--- src/rtl/dm_access_unit_pkg.sv ---
// Shared types and constants for the data-memory access unit.
package mips_mem_pkg;

    // Default byte-address width: 32 words of data memory.
    localparam int DM_ADDR_W = 7;

    localparam logic [1:0] SIZE_BYTE = 2'b00;
    localparam logic [1:0] SIZE_HALF = 2'b01;
    localparam logic [1:0] SIZE_WORD = 2'b10;
    localparam logic [1:0] SIZE_ILL  = 2'b11;

    typedef enum logic [2:0] {
        IDLE,
        LOAD,
        STORE,
        RMW_RD,
        RMW_WR,
        ERR
    } dm_state_t;

    // Operation fields kept for the duration of a multi-cycle access.
    typedef struct packed {
        logic [1:0]  size;
        logic        uns;
        logic [31:0] wdata;
    } dm_op_t;

    // Misaligned or illegal-size access: such a request never touches memory.
    function automatic logic access_err(input logic [1:0] size, input logic [1:0] off);
        case (size)
            SIZE_BYTE: access_err = 1'b0;
            SIZE_HALF: access_err = off[0];
            SIZE_WORD: access_err = |off;
            default:   access_err = 1'b1;
        endcase
    endfunction

endpackage

--- src/rtl/dm_access_unit_if.sv ---
// Request/response and data-memory port bundle of the access unit.
interface dm_access_unit_if
    import mips_mem_pkg::*;
#(
    parameter int ADDR_W = DM_ADDR_W
);
    logic              req_valid;
    logic              req_write;
    logic [1:0]        req_size;
    logic              req_unsigned;
    logic [ADDR_W-1:0] req_addr;
    logic [31:0]       req_wdata;
    logic              req_ready;

    logic              resp_valid;
    logic [31:0]       resp_rdata;
    logic              resp_misalign;

    logic [ADDR_W-1:0] dm_R_addr;
    logic [ADDR_W-1:0] dm_W_addr;
    logic              dm_MemRead;
    logic              dm_MemWrite;
    logic [31:0]       dm_W_data;
    logic [31:0]       dm_R_data;

    // Access unit side.
    modport slave (
        input  req_valid, req_write, req_size, req_unsigned, req_addr, req_wdata,
        output req_ready,
        output resp_valid, resp_rdata, resp_misalign,
        output dm_R_addr, dm_W_addr, dm_MemRead, dm_MemWrite, dm_W_data,
        input  dm_R_data
    );

    // Pipeline plus memory side.
    modport master (
        output req_valid, req_write, req_size, req_unsigned, req_addr, req_wdata,
        input  req_ready,
        input  resp_valid, resp_rdata, resp_misalign,
        input  dm_R_addr, dm_W_addr, dm_MemRead, dm_MemWrite, dm_W_data,
        output dm_R_data
    );

endinterface

--- src/rtl/dm_access_unit_lane.sv ---
// Big-endian lane handling: extract/extend for loads, insert for sub-word stores.
module dm_lane_unit
    import mips_mem_pkg::*;
(
    input  logic [31:0] word,
    input  logic [1:0]  offset,
    input  logic [1:0]  size,
    input  logic        uns,
    input  logic [31:0] data,
    output logic [31:0] ext_data,
    output logic [31:0] merged
);
    // Offset 0 is the most significant lane, so the shift is (3 - off) bytes.
    logic [4:0]  byte_sh;
    logic [4:0]  half_sh;
    logic [31:0] byte_word;
    logic [31:0] half_word;

    assign byte_sh   = {~offset, 3'b000};
    assign half_sh   = {~offset[1], 4'b0000};
    assign byte_word = word >> byte_sh;
    assign half_word = word >> half_sh;

    // Select the addressed lane and sign/zero extend it.
    always_comb begin
        ext_data = word;
        case (size)
            SIZE_BYTE: ext_data = {{24{~uns & byte_word[7]}}, byte_word[7:0]};
            SIZE_HALF: ext_data = {{16{~uns & half_word[15]}}, half_word[15:0]};
            default:   ext_data = word;
        endcase
    end

    // Replace the addressed lane of the read word with the store data.
    always_comb begin
        merged = data;
        case (size)
            SIZE_BYTE: merged = (word & ~(32'h0000_00FF << byte_sh)) |
                                ({24'b0, data[7:0]} << byte_sh);
            SIZE_HALF: merged = (word & ~(32'h0000_FFFF << half_sh)) |
                                ({16'b0, data[15:0]} << half_sh);
            default:   merged = data;
        endcase
    end

endmodule

--- src/rtl/dm_access_unit.sv ---
// Memory-stage initiator: loads, word stores, sub-word read-modify-write stores.
module dm_access_unit
    import mips_mem_pkg::*;
#(
    parameter int ADDR_W = DM_ADDR_W
)
(
    input  logic             clk,
    input  logic             rst,
    dm_access_unit_if.slave  bus
);
    dm_state_t         state;
    dm_op_t            op_q;
    logic              ready_q;
    logic              rvalid_q;
    logic              mis_q;
    logic              rd_q;
    logic              wr_q;
    logic [ADDR_W-1:0] raddr_q;
    logic [ADDR_W-1:0] waddr_q;
    logic [31:0]       wdata_q;

    logic              accept;
    logic              err_in;
    logic [31:0]       ext_data;
    logic [31:0]       merged;

    assign accept = bus.req_valid & ready_q;
    assign err_in = access_err(bus.req_size, bus.req_addr[1:0]);

    // Lane logic always works on the registered access (LOAD or RMW_RD).
    dm_lane_unit u_lane (
        .word     (bus.dm_R_data),
        .offset   (raddr_q[1:0]),
        .size     (op_q.size),
        .uns      (op_q.uns),
        .data     (op_q.wdata),
        .ext_data (ext_data),
        .merged   (merged)
    );

    // Access FSM; every memory-facing control and response flag is a register.
    always_ff @(posedge clk) begin
        if (rst) begin
            state    <= IDLE;
            op_q     <= '0;
            ready_q  <= 1'b1;
            rvalid_q <= 1'b0;
            mis_q    <= 1'b0;
            rd_q     <= 1'b0;
            wr_q     <= 1'b0;
            raddr_q  <= '0;
            waddr_q  <= '0;
            wdata_q  <= '0;
        end else begin
            ready_q  <= 1'b1;
            rvalid_q <= 1'b0;
            mis_q    <= 1'b0;
            rd_q     <= 1'b0;
            wr_q     <= 1'b0;
            if (state == RMW_RD) begin
                // The read word is on dm_R_data now; write it back merged.
                state    <= RMW_WR;
                wr_q     <= 1'b1;
                wdata_q  <= merged;
                rvalid_q <= 1'b1;
            end else if (accept) begin
                op_q <= '{size: bus.req_size, uns: bus.req_unsigned, wdata: bus.req_wdata};
                if (err_in) begin
                    state    <= ERR;
                    rvalid_q <= 1'b1;
                    mis_q    <= 1'b1;
                end else if (!bus.req_write) begin
                    state    <= LOAD;
                    rd_q     <= 1'b1;
                    raddr_q  <= bus.req_addr;
                    rvalid_q <= 1'b1;
                end else if (bus.req_size == SIZE_WORD) begin
                    state    <= STORE;
                    wr_q     <= 1'b1;
                    waddr_q  <= bus.req_addr;
                    wdata_q  <= bus.req_wdata;
                    rvalid_q <= 1'b1;
                end else begin
                    state   <= RMW_RD;
                    rd_q    <= 1'b1;
                    raddr_q <= bus.req_addr;
                    waddr_q <= bus.req_addr;
                    ready_q <= 1'b0;
                end
            end else begin
                state <= IDLE;
            end
        end
    end

    assign bus.req_ready     = ready_q;
    assign bus.resp_valid    = rvalid_q;
    assign bus.resp_misalign = mis_q;
    // Load data is combinational from the memory in the LOAD cycle.
    assign bus.resp_rdata    = (state == LOAD) ? ext_data : 32'h0;
    assign bus.dm_MemRead    = rd_q;
    assign bus.dm_MemWrite   = wr_q;
    assign bus.dm_R_addr     = raddr_q;
    assign bus.dm_W_addr     = waddr_q;
    assign bus.dm_W_data     = wdata_q;

endmodule
--- src/flat_wrapper.sv ---
// flat-port wrapper written by rule: the top's interface ports become plain ports
module dm_access_unit_flat import mips_mem_pkg::*;
#(
    parameter int ADDR_W = DM_ADDR_W
)
  (clk, rst, bus_req_valid, bus_req_write, bus_req_size, bus_req_unsigned, bus_req_addr, bus_req_wdata, bus_req_ready, bus_resp_valid, bus_resp_rdata, bus_resp_misalign, bus_dm_R_addr, bus_dm_W_addr, bus_dm_MemRead, bus_dm_MemWrite, bus_dm_W_data, bus_dm_R_data);
  dm_access_unit_if #(.ADDR_W(ADDR_W)) bus_i ();
  input  logic clk;
  input  logic rst;
  input wire logic [$bits(bus_i.req_valid)-1:0] bus_req_valid;
  input wire logic [$bits(bus_i.req_write)-1:0] bus_req_write;
  input wire logic [$bits(bus_i.req_size)-1:0] bus_req_size;
  input wire logic [$bits(bus_i.req_unsigned)-1:0] bus_req_unsigned;
  input wire logic [$bits(bus_i.req_addr)-1:0] bus_req_addr;
  input wire logic [$bits(bus_i.req_wdata)-1:0] bus_req_wdata;
  output wire logic [$bits(bus_i.req_ready)-1:0] bus_req_ready;
  output wire logic [$bits(bus_i.resp_valid)-1:0] bus_resp_valid;
  output wire logic [$bits(bus_i.resp_rdata)-1:0] bus_resp_rdata;
  output wire logic [$bits(bus_i.resp_misalign)-1:0] bus_resp_misalign;
  output wire logic [$bits(bus_i.dm_R_addr)-1:0] bus_dm_R_addr;
  output wire logic [$bits(bus_i.dm_W_addr)-1:0] bus_dm_W_addr;
  output wire logic [$bits(bus_i.dm_MemRead)-1:0] bus_dm_MemRead;
  output wire logic [$bits(bus_i.dm_MemWrite)-1:0] bus_dm_MemWrite;
  output wire logic [$bits(bus_i.dm_W_data)-1:0] bus_dm_W_data;
  input wire logic [$bits(bus_i.dm_R_data)-1:0] bus_dm_R_data;
  assign bus_i.req_valid = bus_req_valid;
  assign bus_i.req_write = bus_req_write;
  assign bus_i.req_size = bus_req_size;
  assign bus_i.req_unsigned = bus_req_unsigned;
  assign bus_i.req_addr = bus_req_addr;
  assign bus_i.req_wdata = bus_req_wdata;
  assign bus_req_ready = bus_i.req_ready;
  assign bus_resp_valid = bus_i.resp_valid;
  assign bus_resp_rdata = bus_i.resp_rdata;
  assign bus_resp_misalign = bus_i.resp_misalign;
  assign bus_dm_R_addr = bus_i.dm_R_addr;
  assign bus_dm_W_addr = bus_i.dm_W_addr;
  assign bus_dm_MemRead = bus_i.dm_MemRead;
  assign bus_dm_MemWrite = bus_i.dm_MemWrite;
  assign bus_dm_W_data = bus_i.dm_W_data;
  assign bus_i.dm_R_data = bus_dm_R_data;
  dm_access_unit #(.ADDR_W(ADDR_W)) u_core (.clk(clk), .rst(rst), .bus(bus_i));
endmodule
--- config.mk ---
export PLATFORM = sky130hd
export DESIGN_NAME = dm_access_unit_flat
export DESIGN_NICKNAME = d
export VERILOG_FILES = /design/src/rtl/dm_access_unit_pkg.sv /design/src/rtl/dm_access_unit_if.sv /design/src/rtl/dm_access_unit_lane.sv /design/src/rtl/dm_access_unit.sv /design/src/flat_wrapper.sv
export SDC_FILE = /design/constraint.sdc
export NUM_CORES = 1
export LEC_CHECK = 0
export ABC_AREA = 1
export BUFFER_PORTS_ARGS = -buffer_cell sky130_fd_sc_hd__buf_2
export CAP_MARGIN = 20
export CORE_UTILIZATION = 45
export DETAILED_ROUTE_END_ITERATION = 10
export HOLD_SLACK_MARGIN = 0.05
export PLACE_DENSITY_LB_ADDON = 0.12
export SLEW_MARGIN = 20
export SYNTH_ARGS = -nofsm -noshare
export SYNTH_HDL_FRONTEND = slang
export SYNTH_SLANG_ARGS = --single-unit
--- constraint.sdc ---
create_clock -name clk -period 1.95 [get_ports clk]
set_input_delay 0.2925 -clock clk [delete_from_list [all_inputs] [get_ports clk]]
set_output_delay 0.2925 -clock clk [all_outputs]
set_load 0.01 [all_outputs]
---- Word-level counts from Yosys, hierarchy flattened ----
Cells that the tools add are included.
word-level totals
  register bits after elaboration ......... 89
  output and inout port bits .............. 83
  word-level logic and storage cells ...... 84
cells by class
  eq/ne operators ......................... 7
  shifts and indexed selects .............. 6
  muxes and demuxes ....................... 28
  bitwise logic cells ..................... 16
  reduce and logical (&&, ||, !) cells .... 13
operators with widths
  kind                   number
  $mux 32                6
  $pmux 32 s2            2
  $and 32x32->32         2
  $not 32->32            2
  $or 32x32->32          2
  $shl 16x5->32          1
  $shl 16x5->32 const A  1
  $shl 8x5->32           1
  $shl 8x5->32 const A   1
  $shr 32x5->16          1
  $shr 32x5->8           1
  $mux 7                 2
  $mux 1                 13
  $mux 3                 4
  $reduce_and 4->1       3
  $not 1->1              6
  $reduce_bool 2->1      3
  $reduce_or 5->1        1
  $eq 2x1->1 const B     2
  $logic_not 2->1        2
  $ne 2x2->1 const B     2
  $reduce_or 4->1        1
  $and 1x1->1            3
  $eq 3x1->1 const B     1
  7 further kinds        7

---- Logic depth before layout (Yosys ltp) ----
Gate-level depths: netlist (run 1).
  word-level depth ........................ 7
  depth in mapped cells ................... 11
  gate-level depth less buffers ........... 9

---- Hierarchy ----
Synthesis (run 1) repeated with hierarchy kept, for this count alone.
second synthesis, totals
  cells, all modules ...................... 1,046
  area, all modules ....................... 6,179.7 sq um
modules (own cells, without submodules)
  module          instances  cells each  area an instance (sq um)  sequential area each (sq um)
  dm_access_unit  1          650         4,226.6                   1,781.7
  dm_lane_unit    1          396         1,953.1                   0.0

---- Least setup slack after synthesis (run 1) ----
Ideal clock, no wire load.
  kind .................................... reg2out
  start point ............................. reg u_core.raddr_q[0] (netlist: u_core.bus.dm_R_addr[0])
  end point ............................... out bus_resp_rdata[0]
  arrival ................................. 1.453 ns
  data required time ...................... 1.657 ns
  path slack .............................. 0.205 ns
  cell stages (with the launch flop) ...... 7
  path buffers ............................ 1
  cell sequence ........................... dfxtp_1 > buf_6 > inv_1 > nand2_1 > nand2_1 > nor2_1 > nor4_1
on the way
  cells in the longest elaborated chain, start to end .. 4
ends and longest elaborated chain
  item                    line                       source
  start, declared         dm_access_unit.sv:19       logic [ADDR_W-1:0] raddr_q;
  start signal, assigned  dm_access_unit.sv:76       raddr_q <= bus.req_addr;
  start signal, assigned  dm_access_unit.sv:87       raddr_q <= bus.req_addr;
  $not 2->2               dm_access_unit_lane.sv:19  assign byte_sh = {~offset, 3'b000};
  $shr 32x5->8            dm_access_unit_lane.sv:21  assign byte_word = word >> byte_sh;
  $pmux 32 s2             dm_access_unit_lane.sv:27  case (size)
  $mux 32                 dm_access_unit.sv:101      assign bus.resp_rdata = (state == LOAD) ? ext_data : 32'h0;
  end, declared           flat_wrapper.sv:18         output wire logic [$bits(bus_i.resp_rdata)-1:0] bus_resp_rdata;
Every way passes these cells.

---- Final worst setup path (run 1) ----
  start point ............................. reg u_core.op_q[34] (netlist bit)
  end point ............................... out bus_resp_rdata[29]
on the way
  cells in the longest elaborated chain, start to end .. 3
  elaborated cells on any way between the ends .. 4
  those cells by class .................... 1 x eq/ne; 2 x mux; 1 x reduce/logical
ends and longest elaborated chain
  item                                                  line                       source
  start, declared                                       dm_access_unit.sv:13       dm_op_t op_q;
  start signal, assigned                                dm_access_unit.sv:68       op_q <= '{size: bus.req_size, uns: bus.req_unsigned, wdata: bus.req_wdata};
  $eq 2x1->1 / $logic_not 2->1 (equally long branches)  dm_access_unit_lane.sv:27
  $pmux 32 s2 (*)                                       dm_access_unit_lane.sv:27
  $mux 32 (*)                                           dm_access_unit.sv:101
Every way passes the cells marked *; elsewhere a longest branch is shown, timed or not.

==> out/metrics.yaml, run 1 <==
outcome: "finished with violations"
failed_checks: "negative setup slack"
crit_path_frequent_cell: "sky130_fd_sc_hd__nand2_2"
nFillCells: 1130
grt_first_pass_wirelength_um: 28960
cp-startpoint: "u_core.op_q[34]$_SDFFE_PP0P_"
start_kind: "flop"
setup_tns_ps: -1846
drtAntennaViolNets: 0
critical_path.n_buffers_inverters: 3
synth.ff_latch_count: 89
crit_path_max_fanout: 8
reg2reg_to: "u_core.bus.dm_W_data[14]$_SDFFE_PP0P_"
fin_worst_setup_slack_ps: -173.4
synthesis.area_mm2: 0.005313
floorplan.die.width_um: 110.7
cts_max_path_buffers: 2
cts_root_buffer: "sky130_fd_sc_hd__clkbuf_16"
detail_route.wirelength_um: 18150
die_y_um: 110.7
vias: 6339
grt_max_degree: 65
cts_buffers: 9
maxcap_violations: 0
timing.final.setup_violations: 28
reg2reg_slack_ps: 220
core_mm2: 0.01147
drc_errors: 0
sequential_area_share_after_synthesis_pct: 33.54
core.rowCount: 39
cellLeakagePower_nw: 3.335
layout-area-overhead-vs-synth_pct: 31.89
ys_async_sr_fraction_pct: 0
synth_enable_flop_cells: 0
pwr_density_cell_mw_per_mm2: 695.8
first_global_vias: 5699
timing_hold_violations_final: 0
crit_path_max_incr_delay_ps: 380
ir_worst_vdd_v: 0.0006702
worst_setup_path_endpoint: "bus_resp_rdata[29]"
synthMostInstantiatedCell: "sky130_fd_sc_hd__nand2_1"
layout.cells.non_filler: 1172
achievable-frequency_ghz: 0.4709
critical-path-slowest-cell: "sky130_fd_sc_hd__dfxtp_4"
r2r_cells: 8
ranking_of_synthesized_cells_by_area: "sky130_fd_sc_hd__dfxtp_1 (34%), sky130_fd_sc_hd__nand2_1 (13%), sky130_fd_sc_hd__nor2_1 (9.7%)"
post-route-period-util_pct: 108.9
critical_path_depth: 11
synthCells: 858
critical_path.cell_chain: "buf_6, nor2_4, nand2_2, inv_2, nand2_2, nand2_2, nand2_4, nand2_8, nand2_8, nor2_2, buf_2"
gp_congestion: 0.9669
synth.net_count: 936
detailedPlacementHpwl_um: 13230
max_slew.worst_pin.slew_ps: 442.8
timing.final.crit_period_ps: 2123
grt_overflow: 0
layout-drive-gt1-share_pct: 27.92
num_clock_sinks: 89
worst_ep_arrival_time_ps: 1830
crit_family: "simple AND/OR/NAND/NOR gates"
placement.io_buffers: 160
crit-reg2reg-launch: "u_core.op_q[34]$_SDFFE_PP0P_"
clock_tree.htree_level_count: 3
grt.total_usage_pct: 29.55
synthFlopType: "sky130_fd_sc_hd__dfxtp_1"
grt_setup_unrepaired: "yes"
dr.pass1.iters: 8
die_area_mm2: 0.01224
clkTransAtPathRegs_ps: 70
initial_core_util_pct: 46.33
yosys.area.top_type: "sky130_fd_sc_hd__dfxtp_1"
initial_antenna_violation_count: 1
place_inst: 1139
ys_types: 30
syn_avg_cell_area_um2: 6.192
num_io_pins: 161
finalPower_mw: 4.875
ys.warnings.count: 0
vias_per_cell: 5.409
detailedRoute.firstIterationViolations: 716
fin_util_pct: 61.10
worst_skew_pair.late_latency_ps: 350
fin_nets: 1101
slew_viol_final: 0
drt-wirelength-per-cell_um: 15.49
clock-skew-final_ps: 9.244
synth_common_cells: "sky130_fd_sc_hd__nand2_1 (191), sky130_fd_sc_hd__nor2_1 (137), sky130_fd_sc_hd__o21ai_0 (99)"
worst_setup_path_end_kind: "primary output"
dp_worst_setup_slack_ps: 94.93
maxSlewHeadroom_pct: 70.37
hold_path_class: "in -> reg"
tritoncts: "yes"
path_class: "reg -> out"
timing.critical_path.required_ps: 1660
synthDominantCellAreaShare_pct: 33.54
==> cell usage in the layout (no fill, tap or decap), types with 6 or more instances in the layout <==
master | synthesis | routed
sky130_fd_sc_hd__nand2_1 | 191 | 186
sky130_fd_sc_hd__buf_2 | 14 | 151
sky130_fd_sc_hd__nor2_1 | 137 | 131
sky130_fd_sc_hd__nand3_1 | 89 | 89
sky130_fd_sc_hd__o21ai_0 | 99 | 85
sky130_fd_sc_hd__dfxtp_1 | 89 | 83
sky130_fd_sc_hd__inv_1 | 67 | 65
sky130_fd_sc_hd__a21oi_1 | 62 | 54
sky130_fd_sc_hd__buf_4 | 5 | 27
sky130_fd_sc_hd__buf_6 | 5 | 17
sky130_fd_sc_hd__nor2_4 | 5 | 12
sky130_fd_sc_hd__nor2_2 | 12 | 11
sky130_fd_sc_hd__o21ai_1 | 0 | 9
sky130_fd_sc_hd__clkbuf_16 | 0 | 9
sky130_fd_sc_hd__nand2_2 | 5 | 8
sky130_fd_sc_hd__nand4_1 | 8 | 8
sky130_fd_sc_hd__a21oi_2 | 0 | 8
sky130_fd_sc_hd__o21ai_2 | 2 | 7
sky130_fd_sc_hd__a211oi_1 | 8 | 7
sky130_fd_sc_hd__o211ai_1 | 7 | 7
sky130_fd_sc_hd__nor3_1 | 6 | 6
==> area by class of cell <==
type                            instances  area [µm²]  area share (%)
Tap cell                              143       178.9           2.554
Multi-Input combinational cell        649        3189           45.52
Clock inverter                          4       28.78          0.4107
Clock buffer                           12       246.5           3.518
Inverter                               73       286.5           4.089
Sequential cell                        89        1797           25.64
Antenna cell                            1       2.502         0.03571
Timing Repair Buffer                  201        1277           18.23
==> sequential cells by signal, indices dropped and copies added, names as in the netlist <==
name                      flops
u_core.op_q                  35
u_core.bus.dm_W_data         32
u_core.bus.dm_R_addr          7
u_core.bus.dm_W_addr          7
u_core.state                  3
u_core.bus.dm_MemRead         1
u_core.bus.dm_MemWrite        1
u_core.bus.req_ready          1
u_core.bus.resp_misalign      1
u_core.bus.resp_valid         1
==> worst register-to-register path: stages (launching register included) <==
cell and delay, ps:
sky130_fd_sc_hd__dfxtp_4 400, sky130_fd_sc_hd__buf_6 130, sky130_fd_sc_hd__nor2_4 30, sky130_fd_sc_hd__buf_4 230
sky130_fd_sc_hd__nor2_1 400, sky130_fd_sc_hd__nand2_1 100, sky130_fd_sc_hd__nand3_1 100, sky130_fd_sc_hd__nand3_1 150
sky130_fd_sc_hd__nor2_1 120
==> metrics by stage <==
step	hold WS, ps	instance area (µm²)
6_report	160.1	7007
5_1_grt	180.8	7007
4_1_cts	153.9	6814
3_5_place_dp	435.1	6275
3_3_place_gp	431.6	6275
2_1_floorplan	395.6	5313
==> layer usage <==
metal  vias to the layer above  global-route usage, %  share of wire, %
met2                       279                  45.88                45
met3                        56                  6.616               7.7
li1                       3149                      -                 -
met5                         -                      0                 0
met4                         0                  13.51               4.6
met1                      2855                  39.04                43
==> repair_timing <==
action | in CTS | in global routing
pin swaps | 12 | 12
buffers inserted | 10 | 3
endpoints found under the setup margin | 31 | 32
hold buffers | 0 | 0
cloned | 3 | 0
gates resized for setup | 44 | 46
==> kinds of logic after synthesis <==
logic type	Yosys count	share of synthesized area, %
buffers and inverters	122	10.08
flip-flops	89	33.54
AND/OR/NAND/NOR	467	38.53
AO/OA/AOI/OAI	180	17.85
==> worst min path at each step <==
stage / from / end / depth (start not counted)
2_1_floorplan: bus_req_wdata[31] / u_core.op_q[31]$_SDFFE_PP0P_ / 2
3_3_place_gp: u_core.bus.dm_W_addr[5]$_SDFFE_PP0P_ / u_core.bus.dm_W_addr[5]$_SDFFE_PP0P_ / 2
3_5_place_dp: u_core.bus.dm_W_addr[0]$_SDFFE_PP0P_ / u_core.bus.dm_W_addr[0]$_SDFFE_PP0P_ / 2
4_1_cts: bus_req_wdata[31] / u_core.op_q[31]$_SDFFE_PP0P_ / 3
5_1_grt: bus_req_wdata[31] / u_core.op_q[31]$_SDFFE_PP0P_ / 3
6_report: bus_req_wdata[31] / u_core.op_q[31]$_SDFFE_PP0P_ / 3
==> report_power, final <==
| part | internal (mW) | total [mW] | switching [mW] |
|---|---|---|---|
| Sequential | 1.92 | 2.01 | 0.0865 |
| Clock | 0.899 | 1.62 | 0.721 |
| Combinational | 0.462 | 1.25 | 0.786 |
| Total | 3.28 | 4.88 | 1.59 |
Note: power is estimated with default switching activity, not from simulation.
==> inputs of run 2 (changes only) <==
Settings changed: ABC_AREA 1 to not set, CORE_UTILIZATION 45 to 51.
==> run 2 against run 1 <==
The run ends with design-rule violations, negative setup slack left; fmax down 5.8%; sequential share of layout area grew 2.1 points; register-to-register slack got worse by 70 ps; sequential cell count unchanged; power is 8.5% lower; final cell count shrank 28%; sequential power decreased by 2%; core utilization up 12 points; critical endpoint is now bus_resp_rdata[15].
==> out/metrics.yaml, run 2 <==
global_route.usage.met1_pct: 46.99  # was 39.04%
failed_checks: "design-rule violations, negative setup slack"  # was negative setup slack
clock-skew-final_ps: 8.479  # was 9.244 ps
maxcap_violations: 0  # unchanged
synthCells: 553  # was 858
sequentialPowerShare_pct: 44.0  # was 41.2%
core_mm2: 0.008848  # was 0.01147 mm²
synth_common_cells: "sky130_fd_sc_hd__nand2_1 (97), sky130_fd_sc_hd__dfxtp_1 (89), sky130_fd_sc_hd__a21oi_1 (72)"  # was sky130_fd_sc_hd__nand2_1 (191), sky130_fd_sc_hd__nor2_1 (137), sky130_fd_sc_hd__o21ai_0 (99)
worst_ep_arrival_time_ps: 1960  # was 1830 ps
max_slew.worst_pin.slew_ps: 639.6  # was 442.8 ps
grt_setup_unrepaired: "yes"  # unchanged
global_routing_usage_on_met3_pct: 5.583  # was 6.616%
die_area_mm2: 0.009683  # was 0.01224 mm²
vias: 5198  # was 6339
synthMostInstantiatedCell: "sky130_fd_sc_hd__nand2_1"  # unchanged
synthFlopType: "sky130_fd_sc_hd__dfxtp_1"  # unchanged
placement.io_buffers: 160  # unchanged
num_clock_sinks: 89  # unchanged
clkTransAtPathRegs_ps: 90  # was 70 ps
clock_tree.htree_level_count: 3  # unchanged
ys_async_sr_fraction_pct: 0  # unchanged
tritoncts: "yes"  # unchanged
syn_avg_cell_area_um2: 8.571  # was 6.192 µm²
synthesis.area_mm2: 0.004740  # was 0.005313 mm²
layout.cells.non_filler: 843  # was 1172
reg2reg_slack_ps: 150  # was 220 ps
path_class: "reg -> out"  # unchanged
drc_errors: 13  # was 0
antennaDiodeCount: 0  # was 1
crit_path_max_fanout: 8  # unchanged
cts_buffers: 9  # unchanged
slew_viol_final: 0  # unchanged
outcome: "finished with violations"  # unchanged
num_io_pins: 161  # unchanged
intPower_mw: 3.156  # was 3.281 mW
grt_most_used_layer: "met2"  # unchanged
grt_max_degree: 35  # was 65
yosys.area.top_type: "sky130_fd_sc_hd__dfxtp_1"  # unchanged
cts_root_buffer: "sky130_fd_sc_hd__clkbuf_8"  # was sky130_fd_sc_hd__clkbuf_16
timing.critical_path.required_ps: 1660  # about the same
pwr_density_cell_mw_per_mm2: 690.8  # was 695.8 mW/mm²
fin_worst_setup_slack_ps: -304.6  # was -173.4 ps
die_y_um: 98.40  # was 110.7 µm
detail_route.wirelength_um: 16550  # was 18150 µm
grt_overflow: 0  # unchanged
worst_skew_pair.late_latency_ps: 360  # was 350 ps
ys_types: 54  # was 30
synth_enable_flop_cells: 0  # unchanged
drtAntennaViolNets: 0  # unchanged
switching_share_pct: 29.28  # was 32.70%
gp_congestion: 0.9449  # was 0.9669
final_cell_mix: "sky130_fd_sc_hd__buf_2 (160), sky130_fd_sc_hd__nand2_1 (97), sky130_fd_sc_hd__dfxtp_1 (83)"  # was sky130_fd_sc_hd__nand2_1 (186), sky130_fd_sc_hd__buf_2 (151), sky130_fd_sc_hd__nor2_1 (131)
synth.net_count: 631  # was 936
timing.final.crit_period_ps: 2255  # was 2123 ps
dr.pass1.iters: 9  # was 8
layout-drive-gt1-share_pct: 38.50  # was 27.92%
post-route-period-util_pct: 115.6  # was 108.9%
hold_start: "bus_req_wdata[15]"  # was bus_req_wdata[31]
synth.ff_latch_count: 89  # unchanged
floorplan.die.width_um: 98.40  # was 110.7 µm
cts_max_path_buffers: 2  # unchanged
drt-wirelength-per-cell_um: 19.63  # was 15.49 µm
combPwrFrac_pct: 22.7  # was 25.6%
grt_first_pass_wirelength_um: 25790  # was 28960 µm
achievable-frequency_ghz: 0.4435  # was 0.4709 GHz
timing.final.setup_violations: 32  # was 28
ranking_of_synthesized_cells_by_area: "sky130_fd_sc_hd__dfxtp_1 (38%), sky130_fd_sc_hd__mux2i_1 (9.7%), sky130_fd_sc_hd__nand2_1 (7.7%)"  # was sky130_fd_sc_hd__dfxtp_1 (34%), sky130_fd_sc_hd__nand2_1 (13%), sky130_fd_sc_hd__nor2_1 (9.7%)
ys.warnings.count: 0  # unchanged
first_global_vias: 4829  # was 5699
clkPwrFrac_pct: 33.3  # was 33.2%
layout.cells.most_common: "sky130_fd_sc_hd__buf_2"  # was sky130_fd_sc_hd__nand2_1
grt.total_usage_pct: 34.55  # was 29.55%
detailedRoute.firstIterationViolations: 417  # was 716
largest_reg_flops: 35  # unchanged
maxSlewHeadroom_pct: 56.76  # was 70.37%
initial_antenna_violation_count: 0  # was 1
place_inst: 805  # was 1139
max_flop_register: "u_core.op_q"  # unchanged
ir_worst_vdd_v: 0.0004039  # was 0.0006702 V
sequential_area_share_after_synthesis_pct: 37.59  # was 33.54%
worst_setup_path_end_kind: "primary output"  # unchanged
timing_hold_violations_final: 0  # unchanged
met2_usage_pct: 54.23  # was 45.88%
hold_path_class: "in -> reg"  # unchanged
synthDominantCellAreaShare_pct: 37.59  # was 33.54%
hold_ws_ps: 170.5  # was 160.1 ps
vias_per_cell: 6.166  # was 5.409
detailedPlacementHpwl_um: 11190  # was 13230 µm
core.rowCount: 34  # was 39
crit-reg2reg-launch: "u_core.bus.dm_R_addr[1]$_SDFFE_PP0P_"  # was u_core.op_q[34]$_SDFFE_PP0P_
cp-startpoint: "u_core.bus.dm_R_addr[1]$_SDFFE_PP0P_"  # was u_core.op_q[34]$_SDFFE_PP0P_
start_kind: "flop"  # unchanged
fin_nets: 808  # was 1101
initial_core_util_pct: 53.56  # was 46.33%
total_switching_power_mw: 1.306  # was 1.594 mW
cellLeakagePower_nw: 3.116  # was 3.335 nW
layout-area-overhead-vs-synth_pct: 36.30  # was 31.89%
==> run 2: what timing repair did <==
action | 4_1_cts | 5_1_grt
gates resized for setup | 54 | 10
hold buffers | 0 | 0
setup endpoints to repair | 32 | 32
pin swaps | 22 | 5
hold endpoints to repair | 0 | 0
cloned | 3 | 0
setup buffers | 14 | 5
==> run 2: kinds of logic (layout without fill, tap and decap cells) <==
| group | after synthesis | count (layout) | share of synthesized area [%] |
|---|---|---|---|
| buf+inv | 66 | 248 | 6.679 |
| simple gates | 160 | 160 | 16.18 |
| compound gates | 178 | 178 | 26.50 |
| mux | 60 | 60 | 13.04 |
| flops | 89 | 89 | 37.59 |
==> run 2: power groups by stage <==
| stage | logic [mW] | registers (mW) | clock network [mW] |
|---|---|---|---|
| 2_1_floorplan | 0.488 | 1.99 | 0 |
| 3_3_place_gp | 0.817 | 1.99 | 0 |
| 3_5_place_dp | 0.833 | 2.00 | 0 |
| 4_1_cts | 0.958 | 1.96 | 1.50 |
| 5_1_grt | 1.08 | 1.97 | 1.59 |
| 6_report | 1.01 | 1.96 | 1.49 |
==> run 2: worst max-delay path, cell delays in order (launching register included) <==
cell and delay (ps):
sky130_fd_sc_hd__dfxtp_4 370, sky130_fd_sc_hd__mux2_4 220, sky130_fd_sc_hd__buf_6 100, sky130_fd_sc_hd__mux2i_1 80
sky130_fd_sc_hd__o31a_1 260, sky130_fd_sc_hd__buf_6 160, sky130_fd_sc_hd__a221oi_4 250, sky130_fd_sc_hd__buf_2 180
==> run 2: area by class of cell <==
cell class,count,area (µm²)
Tap cell,108,135.1
Clock buffer,11,151.4
Inverter,17,63.81
Multi-Input combinational cell,398,2829
Fill cell,678,2389
Sequential cell,89,1794
Timing Repair Buffer,215,1400
Clock inverter,5,86.33
==> run 2: metrics by stage <==
stage | instance area [µm²] | utilization, % | setup WS [ps] | power, mW | setup TNS (ps)
5_1_grt | 6460 | 73.01 | -341.2 | 4.632 | -8139
2_1_floorplan | 4740 | - | 94.07 | 2.482 | 0
4_1_cts | 6365 | 71.93 | -220.4 | 4.413 | -4964
3_3_place_gp | 5695 | 64.37 | -102.7 | 2.811 | -1582
6_report | 6460 | 73.01 | -304.6 | 4.462 | -6409
3_5_place_dp | 5695 | 64.37 | -175.1 | 2.831 | -2692
==> run 2: worst paths after layout <==
kind,end,cells after the start
worst max-delay path,bus_resp_rdata[15],7
worst min-delay path,u_core.op_q[15]$_SDFFE_PP0P_,3
worst max register to register,u_core.bus.dm_W_data[21]$_SDFFE_PP0P_,6
worst min register to register,u_core.op_q[28]$_SDFFE_PP0P_,2
==> run 2: layer usage <==
layer | routed length [µm] | vias up
li1 | - | 2381
met1 | 6771 | 2442
met2 | 7570 | 329
met3 | 1668 | 46
met4 | 534 | 0
met5 | 0 | -
